**src/rtl/fetch_control.sv**
```systemverilog
// Instruction fetch sequencer: issues one memory request at a time and buffers
// returned instructions with their PC in a small circular queue for dispatch.
module fetch_control #(
  parameter int          QUEUE_DEPTH_LOG = 2,
  parameter logic [31:0] RESET_PC        = 32'h0
) (
  input  logic        clk_in,
  input  logic        rst_in,
  input  logic        rdy_in,
  input  logic        flush,
  input  logic [31:0] flush_pc,
  output logic        mem_en,
  output logic [31:0] mem_addr,
  input  logic        mem_rdy,
  input  logic [31:0] mem_data,
  input  logic        mem_is_compressed,
  output logic        inst_valid,
  output logic [31:0] inst,
  output logic [31:0] inst_pc,
  output logic        inst_is_compressed,
  input  logic        inst_ready
);

  // state | meaning
  // IDLE  | no request outstanding, waiting for a free queue slot
  // BUSY  | request on mem_addr, waiting for mem_rdy
  typedef enum logic {IDLE = 1'b0, BUSY = 1'b1} state_t;

  localparam int DEPTH = 1 << QUEUE_DEPTH_LOG;

  state_t                     state, state_next;
  logic [31:0]                pc, pc_next;
  logic                       mem_en_next;
  logic [31:0]                mem_addr_next;
  logic [31:0]                q_inst [DEPTH];
  logic [31:0]                q_pc   [DEPTH];
  logic                       q_comp [DEPTH];
  logic [QUEUE_DEPTH_LOG-1:0] head, tail;
  logic [QUEUE_DEPTH_LOG:0]   count, count_next;
  logic                       flush_go, push, pop, full_next;
  logic [31:0]                jal_imm, next_pc;

  assign flush_go   = rdy_in && flush;
  assign push       = rdy_in && !flush && (state == BUSY) && mem_rdy;
  assign pop        = rdy_in && !flush && inst_ready && inst_valid;
  assign count_next = count + (QUEUE_DEPTH_LOG+1)'(push) - (QUEUE_DEPTH_LOG+1)'(pop);
  // count never exceeds DEPTH, so the MSB alone marks a full queue
  assign full_next  = count_next[QUEUE_DEPTH_LOG];

  assign jal_imm = {{12{mem_data[31]}}, mem_data[19:12], mem_data[20], mem_data[30:21], 1'b0};
  assign next_pc = (mem_data[6:0] == 7'b1101111) ? mem_addr + jal_imm
                 : mem_addr + (mem_is_compressed ? 32'd2 : 32'd4);

  always_comb begin
    state_next    = state;
    mem_en_next   = mem_en;
    mem_addr_next = mem_addr;
    pc_next       = pc;
    if (flush_go) begin
      state_next  = IDLE;
      mem_en_next = 1'b0;
      pc_next     = flush_pc;
    end else if (rdy_in) begin
      case (state)
        IDLE: begin
          if (!full_next) begin
            mem_en_next   = 1'b1;
            mem_addr_next = pc;
            state_next    = BUSY;
          end
        end
        BUSY: begin
          if (mem_rdy) begin
            pc_next = next_pc;
            if (!full_next) begin
              mem_addr_next = next_pc;
            end else begin
              mem_en_next = 1'b0;
              state_next  = IDLE;
            end
          end
        end
        default: state_next = IDLE;
      endcase
    end
  end

  always_ff @(posedge clk_in) begin
    if (rst_in) begin
      state    <= IDLE;
      mem_en   <= 1'b0;
      mem_addr <= RESET_PC;
      pc       <= RESET_PC;
    end else begin
      state    <= state_next;
      mem_en   <= mem_en_next;
      mem_addr <= mem_addr_next;
      pc       <= pc_next;
    end
  end

  always_ff @(posedge clk_in) begin
    if (rst_in || flush_go) begin
      head  <= '0;
      tail  <= '0;
      count <= '0;
    end else begin
      if (push) tail <= tail + QUEUE_DEPTH_LOG'(1);
      if (pop)  head <= head + QUEUE_DEPTH_LOG'(1);
      count <= count_next;
    end
  end

  always_ff @(posedge clk_in) begin
    if (push) begin
      q_inst[tail] <= mem_data;
      q_pc[tail]   <= mem_addr;
      q_comp[tail] <= mem_is_compressed;
    end
  end

  assign inst_valid         = (count != '0);
  assign inst               = inst_valid ? q_inst[head] : 32'h0;
  assign inst_pc            = inst_valid ? q_pc[head]   : 32'h0;
  assign inst_is_compressed = inst_valid ? q_comp[head] : 1'b0;

endmodule

```
**config.mk**
```make
export PLATFORM = sky130hd
export DESIGN_NAME = fetch_control
export DESIGN_NICKNAME = d
export VERILOG_FILES = /design/src/rtl/fetch_control.sv
export SDC_FILE = /design/constraint.sdc
export NUM_CORES = 1
export LEC_CHECK = 0
export ABC_CLOCK_PERIOD_IN_PS = 12100
export BUFFER_PORTS_ARGS = -buffer_cell sky130_fd_sc_hd__buf_2
export CAP_MARGIN = 25
export CORE_MARGIN = 2
export CORE_UTILIZATION = 45
export CTS_CLUSTER_DIAMETER = 60
export DETAILED_ROUTE_END_ITERATION = 7
export GPL_TIMING_DRIVEN = 0
export PLACE_DENSITY = 0.69
export RECOVER_POWER = 50
export SYNTH_ARGS = -nofsm -noshare
export SYNTH_HDL_FRONTEND = slang
export SYNTH_SLANG_ARGS = --single-unit
export TNS_END_PERCENT = 50
```
**constraint.sdc**
```tcl
create_clock -name clk_in -period 12.1 [get_ports clk_in]
set_clock_uncertainty 0.2 [all_clocks]
set_input_delay 3.025 -clock clk_in [delete_from_list [all_inputs] [get_ports clk_in]]
set_output_delay 3.025 -clock clk_in [all_outputs]
set_load 0.02 [all_outputs]
```
* Yosys cells after proc, flatten, opt, wreduce, memory -nomap -nowiden
Memories as Yosys holds them, arrays and structs flattened. A register that Yosys moved wholly into a read port is not among the register bits.
Index checks and enable logic that the tools add are counted.
** Operators by class
- Muxes and demuxes :: 28
- Reductions and logical operators :: 16
- Equality and inequality tests :: 5
- Bitwise logic cells :: 2
- Add/sub/neg operators :: 6
** Operator list (count)
- $mux W32 :: 10
- $pmux W32 S2 :: 1
- $add A32 B3 Y32 :: 1
- $add A32 B32 Y32 :: 1
- $mux W2 :: 6
- $mux W1 :: 8
- $eq A7 B7 Y1 const B :: 1
- $logic_and A1 B1 Y1 :: 6
- $ne A2 B2 Y1 const B :: 3
- $reduce_bool A2 Y1 :: 3
- $reduce_and A5 Y1 :: 1
- $add A2 B1 Y2 const B :: 2
- $pmux W1 S2 :: 2
- $reduce_and A4 Y1 :: 1
- $add A3 B1 Y3 :: 1
- $mux W3 :: 1
- $reduce_and A3 Y1 :: 1
- $reduce_bool A3 Y1 :: 1
- $sub A3 B1 Y3 :: 1
- $ne A2 B1 Y1 const B :: 1
- $not A1 Y1 :: 2
- $reduce_or A2 Y1 :: 1
- $logic_not A1 Y1 :: 1
- $logic_or A1 B1 Y1 :: 1
** Storage, ports and cells
- Memories kept :: 3
- Output and inout bits :: 99
- Logic and storage cells :: 67
- Register bits :: 73
- RAM bits :: 260
** Memories
- q_inst :: words 4, bits a word 32, rd ports 1, clocked after memory_dff 1, write ports 1, RTL line 35 : logic [31:0] q_inst [DEPTH];
- q_pc :: words 4, bits a word 32, rd ports 1, clocked after memory_dff 1, write ports 1, RTL line 36 : logic [31:0] q_pc [DEPTH];
- q_comp :: words 4, bits a word 1, rd ports 1, clocked after memory_dff 1, write ports 1, RTL line 37 : logic q_comp [DEPTH];

* Depth between registers and ports, before layout
Gate-level depths: netlist of the first run.
- Depth after elaboration :: 9
- Depth in mapped cells :: 20

* Least setup slack after synthesis of the first run
No wires, ideal clock.
- Path kind :: input port to flip-flop
- From :: input rdy_in
- To :: register mem_addr[24]
- Arrival time :: 6.570 ns
- Required time :: 11.772 ns
- Cell stages on the path :: 19
- Path slack :: 5.203 ns
- Cells stage by stage :: clkbuf_1 > nand3_1 > nor2_1 > inv_1 > clkbuf_1 > ha_1 > inv_1 > ha_1 > fa_1 > xnor2_1 > xnor2_1 > inv_1 > ha_1 > nor2_1 > o211ai_1 > clkbuf_1 > clkbuf_1 > a222oi_1 > nor2_1
** On the way
- Longest elaborated chain between the ends :: 7
** RTL lines
- start: declaration :: RTL line 9 : input logic rdy_in,
- $logic_and A1 B1 Y1 (*) :: RTL line 44, 45
- $logic_and A1 B1 Y1 (2 in series) :: RTL line 44 : assign push = rdy_in && !flush && (state == BUSY) && mem_rdy;
- $add A3 B1 Y3 :: RTL line 46 : assign count_next = count + (QUEUE_DEPTH_LOG+1)'(push) - (QUEUE_DEPTH_LOG+1)'(pop);
- $sub A3 B1 Y3 (*) :: RTL line 46
- via count_next[2] :: RTL line 39 : logic [QUEUE_DEPTH_LOG:0] count, count_next;
- $ne A2 B2 Y1 (no line)
- $reduce_and A5 Y1 (no line) (*)
- end signal: assignment :: RTL line 97 : mem_addr <= mem_addr_next;
- end: declaration :: RTL line 13 : output logic [31:0] mem_addr,
Mark *: on every way through the listed nets, which the timed path passes. The rest lies on a longest branch.
A chain may end at the register's enable or synchronous reset.

* Worst setup path in the final report of the first run
- From :: input rdy_in
- To :: register mem_addr[25]
The elaborated chain is that of the path after synthesis.

==> results of run 1 <==
## stage by stage
step,hold slack [ns],instances,power [W],utilization [%]
CTS,0.258,1720,0.00240,53.5
detailed placement,0.245,1654,0.00138,50.1
global route,0.298,1720,0.00245,53.2
global placement,0.241,1649,0.00138,49.8
finish,0.267,1720,0.00238,53.2
floorplan,0.232,1040,0.00133,-
## report_power, final
group          switching [W]  total, W  leakage [nW]  internal, W
Sequential        0.00000910   0.00125          2.97      0.00124
Clock               0.000439   0.00103         0.544     0.000588
Combinational      0.0000698  0.000103          2.52    0.0000335
Total               0.000517   0.00238          6.03      0.00187
## logic make-up (layout without fill, tap and decap cells)
logic type,after synthesis,count (layout),share of synthesized area (%)
compound gates,166,166,7.80
xor+xnor,28,28,1.67
fa+ha+maj,29,29,2.57
buf+inv,80,318,2.15
flops,335,335,63.3
mux,75,75,10.6
simple gates,327,327,11.9
## worst paths after layout
check,endpoint
hold / removal,mem_addr[0]
setup / recovery,mem_addr[25]
setup reg to reg,mem_addr[25]
hold reg to reg,mem_addr[0]
## synth_stat cells (all sizes together), types with 4 or more instances
master and number:
a31oi 12, xnor2 16, o211ai 8, nand3 24, dfxtp 75, or3 6, o21bai 4, nand2 50
ha 27, nor3 11, edfxtp 260, nor2 80, nor4 4, o32ai 7, o22ai 14, a22oi 4
buf 16, a221oi 12, a21oi 51, mux4 65, and2 90, xor2 12, a211o 4, and3 14
mux2i 9, clkbuf 50, o21ai 12, nand4 8, inv 14, nor3b 24, or4 4, a21o 9
a222oi 7
## flip-flops by register name, summed over array words and instances, names as in the netlist, named ones only
signal    cells
count         3
head          2
mem_addr     32
mem_en        1
pc           32
q_comp        4
q_inst      128
q_pc        128
state         1
tail          2
## critical path, stage by stage
cell and delay (ns):
clkbuf_1 0.24, nand3_1 0.39, nor2_1 0.56, inv_1 0.19
clkbuf_1 0.33, ha_1 0.38, inv_1 0.04, ha_1 0.18
fa_1 0.37, xnor2_1 0.15, xnor2_1 0.29, inv_1 0.11
ha_1 0.22, nor4_2 0.67, nand2_1 0.39, clkbuf_1 0.38
o22ai_1 0.27
## per-layer routing
layer	up-vias	wire, µm	track usage (%)
met5	-	13	0
met4	2	820	6.51
met3	51	2790	4.62
met2	395	17400	34.1
met1	4876	15900	30.0
li1	4435	-	-
## final cells by class
class | count | area [µm²] | area share [%]
Timing Repair Buffer | 172 | 866 | 5.03
Sequential cell | 335 | 9310 | 54.1
Buffer | 66 | 260 | 1.51
Inverter | 14 | 52.6 | 0.305
Clock inverter | 13 | 81.3 | 0.472
Clock buffer | 53 | 1020 | 5.91
Multi-Input combinational cell | 625 | 5080 | 29.5
Tap cell | 442 | 553 | 3.21
==> flow_summary.html, run 1 <==
<table>
<tr><th>Metric</th><th>Value</th></tr>
<tr><th colspan="2">Outcome</th></tr>
<tr><td>Outcome</td><td>complete, but fails checks</td></tr>
<tr><td>Violated checks</td><td>capacitance limit, slew limit</td></tr>
<tr><th colspan="2">Cells and area</th></tr>
<tr><td>Net count of the finished layout</td><td>1350</td></tr>
<tr><td>Layout overhead on the synthesized area</td><td>17.0%</td></tr>
<tr><td>Commonest non-fill, non-tap cells in the layout</td><td>260 x edfxtp_1, 131 x clkbuf_1, 104 x buf_2</td></tr>
<tr><td>Ant diodes</td><td>0</td></tr>
<tr><td>Count of filler cells inserted in the layout</td><td>2776</td></tr>
<tr><td>Final instance area</td><td>about 17000 µm²</td></tr>
<tr><td>Most common cell after layout, fill and taps aside</td><td>edfxtp_1</td></tr>
<tr><td>Layout cell share with drive strength beyond 1</td><td>18.4%</td></tr>
<tr><th colspan="2">Route</th></tr>
<tr><td>Post-DR wirelength/cell</td><td>21.5 µm</td></tr>
<tr><td>Aggregate routed wire length</td><td>36900 µm</td></tr>
<tr><td>Vias per cell</td><td>5.67</td></tr>
<tr><td>Post-route DRC violation count</td><td>0</td></tr>
<tr><td>Number of DRC markers in iteration 0</td><td>~960</td></tr>
<tr><td>Drt pass-1 iters</td><td>5</td></tr>
<tr><td>Via count</td><td>roughly 10000</td></tr>
<tr><td>Antenna-violating nets left</td><td>0</td></tr>
<tr><th colspan="2">Floorplanning</th></tr>
<tr><td>Chip width</td><td>185 µm</td></tr>
<tr><td>DIE AREA</td><td>34200 µm²</td></tr>
<tr><td>Row count</td><td>66</td></tr>
<tr><td>Floorplan die height</td><td>185 µm</td></tr>
<tr><td>I/O Pins</td><td>170</td></tr>
<tr><td>Initial standard-cell utilization of the core</td><td>45.5%</td></tr>
<tr><td>Area inside the core boundary</td><td>approximately 32000 µm²</td></tr>
<tr><th colspan="2">Clock network</th></tr>
<tr><td>Deepest clock path buffer count</td><td>3</td></tr>
<tr><td>Number of clock sinks</td><td>335</td></tr>
<tr><td>Clock transition at the register clock pins on the worst setup and hold paths after CTS</td><td>0.06 ns</td></tr>
<tr><td>Total CTS buffers</td><td>36</td></tr>
<tr><td>Count of buffers added by post-CTS timing repair for setup</td><td>0</td></tr>
<tr><td>Number of H-tree branching levels</td><td>2</td></tr>
<tr><td>CTS tree</td><td>built</td></tr>
<tr><td>Hold bufs inserted after CTS</td><td>0</td></tr>
<tr><td>Clk Tree Root Cell</td><td>clkbuf_16</td></tr>
<tr><td>Clock latency reported for the late side of the worst-skew pair</td><td>0.52 ns</td></tr>
<tr><td>Gates resized, CTS repair</td><td>0</td></tr>
<tr><th colspan="2">Worst setup path</th></tr>
<tr><td>Type of element capturing the critical path</td><td>flip-flop</td></tr>
<tr><td>Startpoint class of the critical path</td><td>primary input</td></tr>
<tr><td>Logic depth of the worst register-to-register path</td><td>16</td></tr>
<tr><td>Start point of the critical path</td><td>rdy_in</td></tr>
<tr><td>R2R Setup Slk</td><td>approximately 6.6 ns</td></tr>
<tr><td>Start of the worst register-to-register path</td><td>state</td></tr>
<tr><td>Critical path arrival</td><td>8.19 ns</td></tr>
<tr><td>Largest driver fanout on the critical path</td><td>10</td></tr>
<tr><td>Crit path required time</td><td>12.32 ns</td></tr>
<tr><td>Critical setup path kind</td><td>primary input to flip-flop</td></tr>
<tr><th colspan="2">Global route</th></tr>
<tr><td>Total track usage</td><td>21.5%</td></tr>
<tr><td>Antenna violations before repair</td><td>1</td></tr>
<tr><td>Maximum number of pins on one net before global-route repair</td><td>46</td></tr>
<tr><td>First-pass GRT wire length</td><td>55500 µm</td></tr>
<tr><td>Remaining global-route overflow</td><td>0</td></tr>
<tr><td>Via count of the first global-routing pass</td><td>9508</td></tr>
<tr><th colspan="2">Placed design</th></tr>
<tr><td>Quantity of I/O buffers inserted on ports</td><td>167</td></tr>
<tr><td>Weighted congestion at the end of routability-driven global placement</td><td>between 0.9 and 1</td></tr>
<tr><td>Detailed-placement wirelength estimate</td><td>25500 µm</td></tr>
<tr><td>Worst slack after detailed placement</td><td>3.75 ns</td></tr>
<tr><td>Placed Area</td><td>16200 µm²</td></tr>
<tr><th colspan="2">STA</th></tr>
<tr><td>Normalized max-slew margin</td><td>-26.5%</td></tr>
<tr><td>Final hold vios</td><td>0</td></tr>
<tr><td>Share of the cycle needed by the critical path after routing</td><td>about two thirds</td></tr>
<tr><td>Setup repair after global routing missed its margin</td><td>false</td></tr>
<tr><td>Final total negative setup slack</td><td>0 ns</td></tr>
<tr><td>Transition time at the pin with the least slew margin</td><td>1.90 ns</td></tr>
<tr><td>Final-report setup violation count</td><td>0</td></tr>
<tr><td>Post-route setup slack</td><td>4.13 ns</td></tr>
<tr><td>Post-route minimum period</td><td>~8 ns</td></tr>
<tr><td>Top achievable clock speed</td><td>125 MHz</td></tr>
<tr><td>Count of final max-slew check failures</td><td>63</td></tr>
<tr><th colspan="2">Synthesis</th></tr>
<tr><td>Share of Yosys cell area claimed by the top area cell type</td><td>53.1%</td></tr>
<tr><td>Largest cells by area after synthesis</td><td>edfxtp_1 53%, dfxtp_1 10%, mux4_2 9.9%</td></tr>
<tr><td>Summed instance area of the synthesized netlist</td><td>14700 µm²</td></tr>
<tr><td>Synth Instances</td><td>about 1000</td></tr>
<tr><td>Number of flops mapped to enable cells by yosys</td><td>between 200 and 300</td></tr>
<tr><td>Cell variety after synth</td><td>67</td></tr>
<tr><td>Biggest area consumer among synthesized cells</td><td>edfxtp_1</td></tr>
<tr><td>Post-synth net total</td><td>1140</td></tr>
<tr><td>Commonest register cell after synthesis</td><td>edfxtp_1</td></tr>
<tr><td>Sequential share of the synthesized area</td><td>a little over three fifths</td></tr>
<tr><td>Synthesized area per cell</td><td>about 14 µm²</td></tr>
<tr><td>Register bit total from synthesis</td><td>335</td></tr>
<tr><td>Yosys Warn Count</td><td>0</td></tr>
<tr><td>Asr flop ratio synth</td><td>0%</td></tr>
<tr><th colspan="2">Pwr</th></tr>
<tr><td>Cell area power density</td><td>around 140 nW/µm²</td></tr>
<tr><td>LEAKAGE</td><td>~6.0 nW</td></tr>
<tr><td>Worst-case vdd ir drop</td><td>0.000102 V</td></tr>
<tr><th colspan="2">Job</th></tr>
<tr><td>Max-capacitance violation count</td><td>3</td></tr>
<tr><th colspan="2">Worst hold path</th></tr>
<tr><td>Hold Path Origin</td><td>pc[0]</td></tr>
<tr><td>Hold Path Cell Cnt</td><td>2</td></tr>
<tr><td>Worst min-delay path category</td><td>flip-flop to flip-flop</td></tr>
</table>
Power figures use the tool's default switching activity.
==> run 2: changes to the inputs <==
--- a/config.mk
+++ b/config.mk
@@ -5,7 +5,7 @@
 export SDC_FILE = /design/constraint.sdc
 export NUM_CORES = 1
 export LEC_CHECK = 0
-export ABC_CLOCK_PERIOD_IN_PS = 12100
+export ABC_CLOCK_PERIOD_IN_PS = 6590
 export BUFFER_PORTS_ARGS = -buffer_cell sky130_fd_sc_hd__buf_2
 export CAP_MARGIN = 25
 export CORE_MARGIN = 2
@@ -13,7 +13,7 @@
 export CTS_CLUSTER_DIAMETER = 60
 export DETAILED_ROUTE_END_ITERATION = 7
 export GPL_TIMING_DRIVEN = 0
-export PLACE_DENSITY = 0.69
+export PLACE_DENSITY = 0.72
 export RECOVER_POWER = 50
 export SYNTH_ARGS = -nofsm -noshare
 export SYNTH_HDL_FRONTEND = slang
==> constraint.sdc (replaced) <==
create_clock -name clk_in -period 6.59 [get_ports clk_in]
set_clock_uncertainty 0.2 [all_clocks]
set_input_delay 1.6475 -clock clk_in [delete_from_list [all_inputs] [get_ports clk_in]]
set_output_delay 1.6475 -clock clk_in [all_outputs]
set_load 0.02 [all_outputs]
==> run 2 against run 1 <==
Effect of this change: flip-flop and latch count stayed put; setup slack got worse by 3.9 ns; first-iteration DRC count grew 19%; critical path depth is the same; the run still ends with capacitance limit, slew limit left.
==> flow_summary.html, run 2 (synthesis gave the netlist of run 1 again) <==
<table>
<tr><th>Metric</th><th>Value</th></tr>
<tr><th colspan="2">Placed design</th></tr>
<tr><td>Weighted congestion at the end of routability-driven global placement</td><td>slightly above 0.9</td></tr>
<tr><td>Detailed-placement wirelength estimate</td><td>~26000 µm</td></tr>
<tr><td>Quantity of I/O buffers inserted on ports</td><td>roughly 170</td></tr>
<tr><td>Worst slack after detailed placement</td><td>-0.345 ns</td></tr>
<tr><td>Placed Instances</td><td>between 1500 and 2000</td></tr>
<tr><th colspan="2">Worst setup path</th></tr>
<tr><td>Logic depth of the worst register-to-register path</td><td>16</td></tr>
<tr><td>R2R Setup Slk</td><td>1.30 ns</td></tr>
<tr><td>Start point of the critical path</td><td>rdy_in</td></tr>
<tr><td>Critical setup path kind</td><td>primary input to flip-flop</td></tr>
<tr><td>Largest driver fanout on the critical path</td><td>10</td></tr>
<tr><td>FF-to-FF End</td><td>mem_addr[25]</td></tr>
<tr><td>Critical path arrival</td><td>6.62 ns</td></tr>
<tr><td>Critical Path Sink</td><td>mem_addr[25]</td></tr>
<tr><td>Start of the worst register-to-register path</td><td>state</td></tr>
<tr><td>Type of element capturing the critical path</td><td>flip-flop</td></tr>
<tr><td>Startpoint class of the critical path</td><td>primary input</td></tr>
<tr><td>Crit path required time</td><td>6.81 ns</td></tr>
<tr><th colspan="2">Floorplanning</th></tr>
<tr><td>Area inside the core boundary</td><td>32400 µm²</td></tr>
<tr><td>Chip width</td><td>approximately 180 µm</td></tr>
<tr><td>Floorplan die height</td><td>between 150 and 200 µm</td></tr>
<tr><td>Row count</td><td>66</td></tr>
<tr><td>Initial standard-cell utilization of the core</td><td>45.5%</td></tr>
<tr><td>DIE AREA</td><td>between 30000 and 40000 µm²</td></tr>
<tr><td>I/O Pins</td><td>170</td></tr>
<tr><th colspan="2">Clock network</th></tr>
<tr><td>Total CTS buffers</td><td>37</td></tr>
<tr><td>Number of H-tree branching levels</td><td>2</td></tr>
<tr><td>CTS tree</td><td>built</td></tr>
<tr><td>Clk Tree Root Cell</td><td>clkbuf_16</td></tr>
<tr><td>Clock transition at the register clock pins on the worst setup and hold paths after CTS</td><td>0.06 ns</td></tr>
<tr><td>Clock latency reported for the late side of the worst-skew pair</td><td>about 0.52 ns</td></tr>
<tr><td>Number of clock sinks</td><td>between 300 and 400</td></tr>
<tr><td>Deepest clock path buffer count</td><td>3</td></tr>
<tr><th colspan="2">Cells and area</th></tr>
<tr><td>Largest registers in the final layout</td><td>q_inst (128), q_pc (128)</td></tr>
<tr><td>Net count of the finished layout</td><td>1351</td></tr>
<tr><td>Layout cell share with drive strength beyond 1</td><td>19.3%</td></tr>
<tr><td>Most common cell after layout, fill and taps aside</td><td>edfxtp_1</td></tr>
<tr><td>Non-filler instance count after layout</td><td>between 1500 and 2000</td></tr>
<tr><td>Commonest non-fill, non-tap cells in the layout</td><td>260 x edfxtp_1, 119 x clkbuf_1, 110 x buf_2</td></tr>
<tr><td>Layout overhead on the synthesized area</td><td>18.0%</td></tr>
<tr><th colspan="2">Route</th></tr>
<tr><td>Via count</td><td>a little under 10000</td></tr>
<tr><td>Post-DR wirelength/cell</td><td>21.6 µm</td></tr>
<tr><td>Vias per cell</td><td>5.70</td></tr>
<tr><td>Antenna-violating nets left</td><td>0</td></tr>
<tr><td>Post-route DRC violation count</td><td>0</td></tr>
<tr><td>Aggregate routed wire length</td><td>approximately 37000 µm</td></tr>
<tr><td>Drt pass-1 iters</td><td>5</td></tr>
<tr><td>Number of DRC markers in iteration 0</td><td>1139</td></tr>
<tr><th colspan="2">Global route</th></tr>
<tr><td>First-pass GRT wire length</td><td>56200 µm</td></tr>
<tr><td>Via count of the first global-routing pass</td><td>9476</td></tr>
<tr><td>Total track usage</td><td>21.8%</td></tr>
<tr><td>Maximum number of pins on one net before global-route repair</td><td>55</td></tr>
<tr><td>Remaining global-route overflow</td><td>0</td></tr>
<tr><td>Antenna violations before repair</td><td>1</td></tr>
<tr><th colspan="2">STA</th></tr>
<tr><td>Final total negative setup slack</td><td>0 ns</td></tr>
<tr><td>Share of the cycle needed by the critical path after routing</td><td>97.2%</td></tr>
<tr><td>Post-route setup slack</td><td>approximately 0.19 ns</td></tr>
<tr><td>Final hold vios</td><td>0</td></tr>
<tr><td>Normalized max-slew margin</td><td>-70.0%</td></tr>
<tr><td>Transition time at the pin with the least slew margin</td><td>approximately 2.5 ns</td></tr>
<tr><td>Setup repair after global routing missed its margin</td><td>true</td></tr>
<tr><td>Post-route minimum period</td><td>6.40 ns</td></tr>
<tr><td>Fin Hold WS</td><td>0.253 ns</td></tr>
<tr><td>Final-report setup violation count</td><td>0</td></tr>
<tr><td>Count of final max-slew check failures</td><td>51</td></tr>
<tr><td>Top achievable clock speed</td><td>~160 MHz</td></tr>
<tr><th colspan="2">Pwr</th></tr>
<tr><td>LEAKAGE</td><td>6.13 nW</td></tr>
<tr><td>Worst-case vdd ir drop</td><td>0.000187 V</td></tr>
<tr><td>Cell area power density</td><td>263 nW/µm²</td></tr>
<tr><th colspan="2">Job</th></tr>
<tr><td>Max-capacitance violation count</td><td>2</td></tr>
<tr><th colspan="2">Worst hold path</th></tr>
<tr><td>Worst min-delay path category</td><td>flip-flop to flip-flop</td></tr>
<tr><th colspan="2">Outcome</th></tr>
<tr><td>Violated checks</td><td>capacitance limit, slew limit</td></tr>
<tr><td>Outcome</td><td>complete, but fails checks</td></tr>
</table>
run 2: cell types whose count changed in the layout (fill, tap and decap cells not counted), moves of 2 or more:
| cell | previous run | this run |
|---|---|---|
| clkbuf_1 | 131 | 119 |
| bufinv_16 | 0 | 4 |
| buf_2 | 104 | 110 |
| clkinv_2 | 6 | 3 |
| clkbuf_2 | 1 | 4 |
| clkbuf_16 | 37 | 39 |
| clkbuf_8 | 3 | 1 |
| clkinv_1 | 2 | 4 |
run 2: cell type report:
| type | count | area, µm² |
|---|---|---|
| fill | 2747 | 15000 |
| sequential | 335 | 9310 |
| multi-input combinational | 625 | 5090 |
| clock buffer | 50 | 1030 |
| timing repair buffer | 172 | 866 |
| tap | 442 | 553 |
| buffer | 66 | 265 |
| clock inverter | 16 | 196 |
| inverter | 14 | 52.6 |
| antenna | 1 | 2.50 |
run 2: power by group:
part | total, W | leakage (nW) | internal (W) | switching (W)
logic | 0.000192 | 2.55 | 0.0000624 | 0.000130
registers | 0.00230 | 2.97 | 0.00229 | 0.0000169
clock network | 0.00207 | 0.607 | 0.00126 | 0.000812
run 2: critical path, stage by stage:
cell and delay, ns:
clkbuf_1 0.25, nand3_1 0.42, nor2_2 0.44, inv_1 0.17
clkbuf_1 0.34, ha_1 0.39, inv_1 0.04, ha_1 0.18
fa_1 0.37, xnor2_1 0.14, xnor2_1 0.24, inv_1 0.10
ha_1 0.21, nor4_2 0.68, nand2_1 0.36, clkbuf_1 0.34
o22ai_1 0.27
run 2: how the worst min path moves through the flow:
stage                     cells after the start     endpoint  slack, ns  start
after detailed placement                      2  mem_addr[0]       0.25  pc[0]
after global routing                          2  mem_addr[0]       0.27  pc[0]
after global placement                        2  mem_addr[0]       0.24  pc[0]
after CTS                                     2  mem_addr[0]       0.24  pc[0]
after floorplan                               2  mem_addr[0]       0.23  pc[0]
final                                         2  mem_addr[0]       0.25  pc[0]
run 2: metal layers:
metal	GRT usage [%]	up-vias	wire length (µm)
met3	5.19	47	3230
met2	33.8	441	16900
met4	5.68	0	733
li1	-	4452	-
met5	0	-	0
met1	31.0	4864	16200
run 2: per-stage QoR:
step / cell area, µm² / total power [W] / util [%]
after detailed placement: 16200 / 0.00254 / 50.1
after floorplan: 14700 / 0.00245 / -
after global placement: 16100 / 0.00254 / 49.8
final: 17400 / 0.00457 / 53.7
after global routing: 17400 / 0.00470 / 53.7
after CTS: 17500 / 0.00460 / 53.9
run 2: what timing repair did:
action / 4_1_cts / 5_1_grt
resized for setup: 0 / 3
hold buffers: 0 / 0
setup buffers: 0 / 0
setup endpoints to repair: 0 / 28
==> run 3: changes to the inputs <==
--- a/config.mk
+++ b/config.mk
@@ -8,6 +8,7 @@
 export ABC_CLOCK_PERIOD_IN_PS = 6590
 export BUFFER_PORTS_ARGS = -buffer_cell sky130_fd_sc_hd__buf_2
 export CAP_MARGIN = 25
+export CORE_ASPECT_RATIO = 1.75
 export CORE_MARGIN = 2
 export CORE_UTILIZATION = 45
 export CTS_CLUSTER_DIAMETER = 60
==> run 3 against run 2 <==
Effect of this change: the flow now finishes without violations; combinational power about the same; non-clock buffer count unchanged; cell count decreased by 3.4%; via count decreased by 0.19%; largest power group unchanged; flip-flop and latch count unchanged; sequential power about the same; power decreased by 9.0%; clock power decreased by 20%; core utilization decreased by 0.87 points; die area increased by 0.17%; clock-buffer cell count decreased by 19; routed wire length increased by 3.2%.
==> flow_summary.html, run 3 (synthesis gave the netlist of run 1 again) <==
<table>
<tr><th>Metric</th><th>Value</th></tr>
<tr><th colspan="2">Worst hold path</th></tr>
<tr><td>Hold path endpoint</td><td>mem_addr[0]</td></tr>
<tr><td>Hold Path Origin</td><td>pc[0]</td></tr>
<tr><td>Worst min-delay path category</td><td>flip-flop to flip-flop</td></tr>
<tr><td>Hold Path Cell Cnt</td><td>2</td></tr>
<tr><th colspan="2">Placed design</th></tr>
<tr><td>Detailed-placement wirelength estimate</td><td>between 20000 and 30000 µm</td></tr>
<tr><td>Quantity of I/O buffers inserted on ports</td><td>167</td></tr>
<tr><td>Weighted congestion at the end of routability-driven global placement</td><td>0.922</td></tr>
<tr><td>Worst slack after detailed placement</td><td>-0.365 ns</td></tr>
<tr><th colspan="2">Floorplanning</th></tr>
<tr><td>I/O Pins</td><td>170</td></tr>
<tr><td>DIE AREA</td><td>34200 µm²</td></tr>
<tr><td>Row count</td><td>87</td></tr>
<tr><td>Chip width</td><td>141 µm</td></tr>
<tr><td>Area inside the core boundary</td><td>roughly 32000 µm²</td></tr>
<tr><td>Initial standard-cell utilization of the core</td><td>~46%</td></tr>
<tr><td>Floorplan die height</td><td>243 µm</td></tr>
<tr><th colspan="2">Worst setup path</th></tr>
<tr><td>Critical setup path kind</td><td>primary input to flip-flop</td></tr>
<tr><td>Buffers and inverters on the worst path</td><td>7</td></tr>
<tr><td>Logic depth of the worst register-to-register path</td><td>19</td></tr>
<tr><td>Startpoint class of the critical path</td><td>primary input</td></tr>
<tr><td>Start of the worst register-to-register path</td><td>state</td></tr>
<tr><td>R2R Setup Slk</td><td>1.30 ns</td></tr>
<tr><td>Highest-delay cell along the critical path</td><td>nand3_1</td></tr>
<tr><td>Crit path required time</td><td>6.83 ns</td></tr>
<tr><td>FF-to-FF End</td><td>mem_addr[21]</td></tr>
<tr><td>Type of element capturing the critical path</td><td>flip-flop</td></tr>
<tr><td>Largest driver fanout on the critical path</td><td>10</td></tr>
<tr><td>Ordered cell list for the critical path</td><td>clkbuf_1 -&gt; nand3_1 -&gt; nor2_2 -&gt; inv_1 -&gt; clkbuf_1 -&gt; ha_1 -&gt; inv_1 -&gt; ha_1 -&gt; fa_1 -&gt; xnor2_1 -&gt; xnor2_1 -&gt; inv_1 -&gt; ha_1 -&gt; nor2_1 -&gt; o211ai_1 -&gt; clkbuf_1 -&gt; clkbuf_1 -&gt; nor3b_1 -&gt; a21oi_1 -&gt; o22ai_1</td></tr>
<tr><td>Critical path arrival</td><td>~6.6 ns</td></tr>
<tr><td>Worst stage delay on the critical path</td><td>0.42 ns</td></tr>
<tr><td>Most frequent cell on the critical path</td><td>clkbuf_1</td></tr>
<tr><td>Gate family responsible for the most delay along the worst path</td><td>buffers and inverters</td></tr>
<tr><th colspan="2">Pwr</th></tr>
<tr><td>Cell area power density</td><td>244 nW/µm²</td></tr>
<tr><td>LEAKAGE</td><td>5.96 nW</td></tr>
<tr><td>Worst-case vdd ir drop</td><td>0.000197 V</td></tr>
<tr><th colspan="2">Global route</th></tr>
<tr><td>Via count of the first global-routing pass</td><td>9985</td></tr>
<tr><td>Antenna violations before repair</td><td>0</td></tr>
<tr><td>First-pass GRT wire length</td><td>58100 µm</td></tr>
<tr><td>Maximum number of pins on one net before global-route repair</td><td>53</td></tr>
<tr><td>Total track usage</td><td>22.2%</td></tr>
<tr><td>Remaining global-route overflow</td><td>0</td></tr>
<tr><th colspan="2">Clock network</th></tr>
<tr><td>Number of H-tree branching levels</td><td>1</td></tr>
<tr><td>Clock transition at the register clock pins on the worst setup and hold paths after CTS</td><td>0.07 ns</td></tr>
<tr><td>Clock latency reported for the late side of the worst-skew pair</td><td>0.57 ns</td></tr>
<tr><td>Deepest clock path buffer count</td><td>3</td></tr>
<tr><td>Total CTS buffers</td><td>28</td></tr>
<tr><td>Clk Tree Root Cell</td><td>clkbuf_16</td></tr>
<tr><td>CTS tree</td><td>built</td></tr>
<tr><td>Number of clock sinks</td><td>between 300 and 400</td></tr>
<tr><th colspan="2">Route</th></tr>
<tr><td>Antenna-violating nets left</td><td>0</td></tr>
<tr><td>Drt pass-1 iters</td><td>6</td></tr>
<tr><td>Post-route DRC violation count</td><td>0</td></tr>
<tr><td>Number of DRC markers in iteration 0</td><td>951</td></tr>
<tr><td>Vias per cell</td><td>5.88</td></tr>
<tr><td>Aggregate routed wire length</td><td>38300 µm</td></tr>
<tr><td>Post-DR wirelength/cell</td><td>around 23 µm</td></tr>
<tr><td>Via count</td><td>around 10000</td></tr>
<tr><th colspan="2">STA</th></tr>
<tr><td>Transition time at the pin with the least slew margin</td><td>1.25 ns</td></tr>
<tr><td>Post-route setup slack</td><td>0.259 ns</td></tr>
<tr><td>Fin Hold WS</td><td>roughly 0.27 ns</td></tr>
<tr><td>Final hold vios</td><td>0</td></tr>
<tr><td>Final-report setup violation count</td><td>0</td></tr>
<tr><td>Post-route minimum period</td><td>6.33 ns</td></tr>
<tr><td>Top achievable clock speed</td><td>~160 MHz</td></tr>
<tr><td>Final total negative setup slack</td><td>0 ns</td></tr>
<tr><td>Share of the cycle needed by the critical path after routing</td><td>about 96%</td></tr>
<tr><td>Setup repair after global routing missed its margin</td><td>false</td></tr>
<tr><td>Count of final max-slew check failures</td><td>0</td></tr>
<tr><td>Normalized max-slew margin</td><td>16.5%</td></tr>
<tr><th colspan="2">Cells and area</th></tr>
<tr><td>Ant diodes</td><td>0</td></tr>
<tr><td>Count of filler cells inserted in the layout</td><td>about 2700</td></tr>
<tr><td>Layout overhead on the synthesized area</td><td>15.6%</td></tr>
<tr><td>Most common cell after layout, fill and taps aside</td><td>edfxtp_1</td></tr>
<tr><td>Commonest non-fill, non-tap cells in the layout</td><td>260 x edfxtp_1, 119 x clkbuf_1, 105 x buf_2</td></tr>
<tr><td>Net count of the finished layout</td><td>~1300</td></tr>
<tr><td>Layout cell share with drive strength beyond 1</td><td>18.1%</td></tr>
<tr><td>Largest registers in the final layout</td><td>q_inst (128), q_pc (128)</td></tr>
<tr><th colspan="2">Job</th></tr>
<tr><td>Max-capacitance violation count</td><td>0</td></tr>
<tr><th colspan="2">Outcome</th></tr>
<tr><td>Outcome</td><td>completed</td></tr>
</table>
-- run 3: cell types whose count changed in the layout (fill, tap and decap cells not counted), sizes merged --
cell      previous run  this run
buf                125       121
inv                 18        14
bufinv               4         3
clkinvlp             0         2
clkinv               8        15
diode                1         0
clkbuf             163       148
-- run 3: worst max-delay path by stage --
stage	depth (start not counted)	to	from
after floorplan	19	mem_addr[24]	rdy_in
after detailed placement	20	mem_addr[21]	rdy_in
after global routing	20	mem_addr[21]	rdy_in
after CTS	20	mem_addr[21]	rdy_in
after global placement	20	mem_addr[21]	rdy_in
final	20	mem_addr[21]	rdy_in
-- run 3: per-layer routing --
layer,vias up,part of all wire [%],global-route usage [%]
met5,-,0,0
met4,0,4.2,9.32
met2,373,53,40.6
met1,4904,37,26.4
li1,4414,-,-
met3,94,5.5,2.49
-- run 3: cell type report --
type                    count  area, µm²  share of cell area [%]
plain buffers              66        264                    1.55
clock buffers              31        733                    4.31
clock inverters            20        176                    1.04
inverters                  14       52.6                   0.309
multi-input cells         625       5090                    29.9
flip-flops and latches    335       9310                    54.7
well taps                 400        500                    2.94
repair buffers            172        878                    5.16
-- run 3: power by group --
group / total, W / leakage (nW) / internal, W / switching (W)
clock: 0.00166 / 0.445 / 0.000917 / 0.000748
sequential: 0.00230 / 2.97 / 0.00228 / 0.0000169
combinational: 0.000191 / 2.55 / 0.0000619 / 0.000130
-- run 3: repair_timing --
action | 4_1_cts | 5_1_grt
hold buffers | 0 | 0
buffers inserted | 0 | 0
endpoints found under the setup margin | 0 | 10
gates resized for setup | 0 | 1
-- run 3: stage by stage --
step	instances	instance area [µm²]	total power, W	utilization (%)
floorplan	1040	14700	0.00245	-
detailed placement	1611	16200	0.00254	50.2
global route	1663	17000	0.00427	52.8
CTS	1662	17100	0.00418	53.0
global placement	1607	16100	0.00254	49.8
finish	1663	17000	0.00416	52.8
-- run 3: worst reg2reg max path, delay by kind of cell (launching register included) --
family,cells,cell delay [ns]
AOI/OAI and AO/OA,3,0.52
adders and majority gates,4,1.18
DFF,1,0.36
xor gates and xnor gates,2,0.41
and+or+nand+nor,4,1.18
buffers and inverters,6,1.32
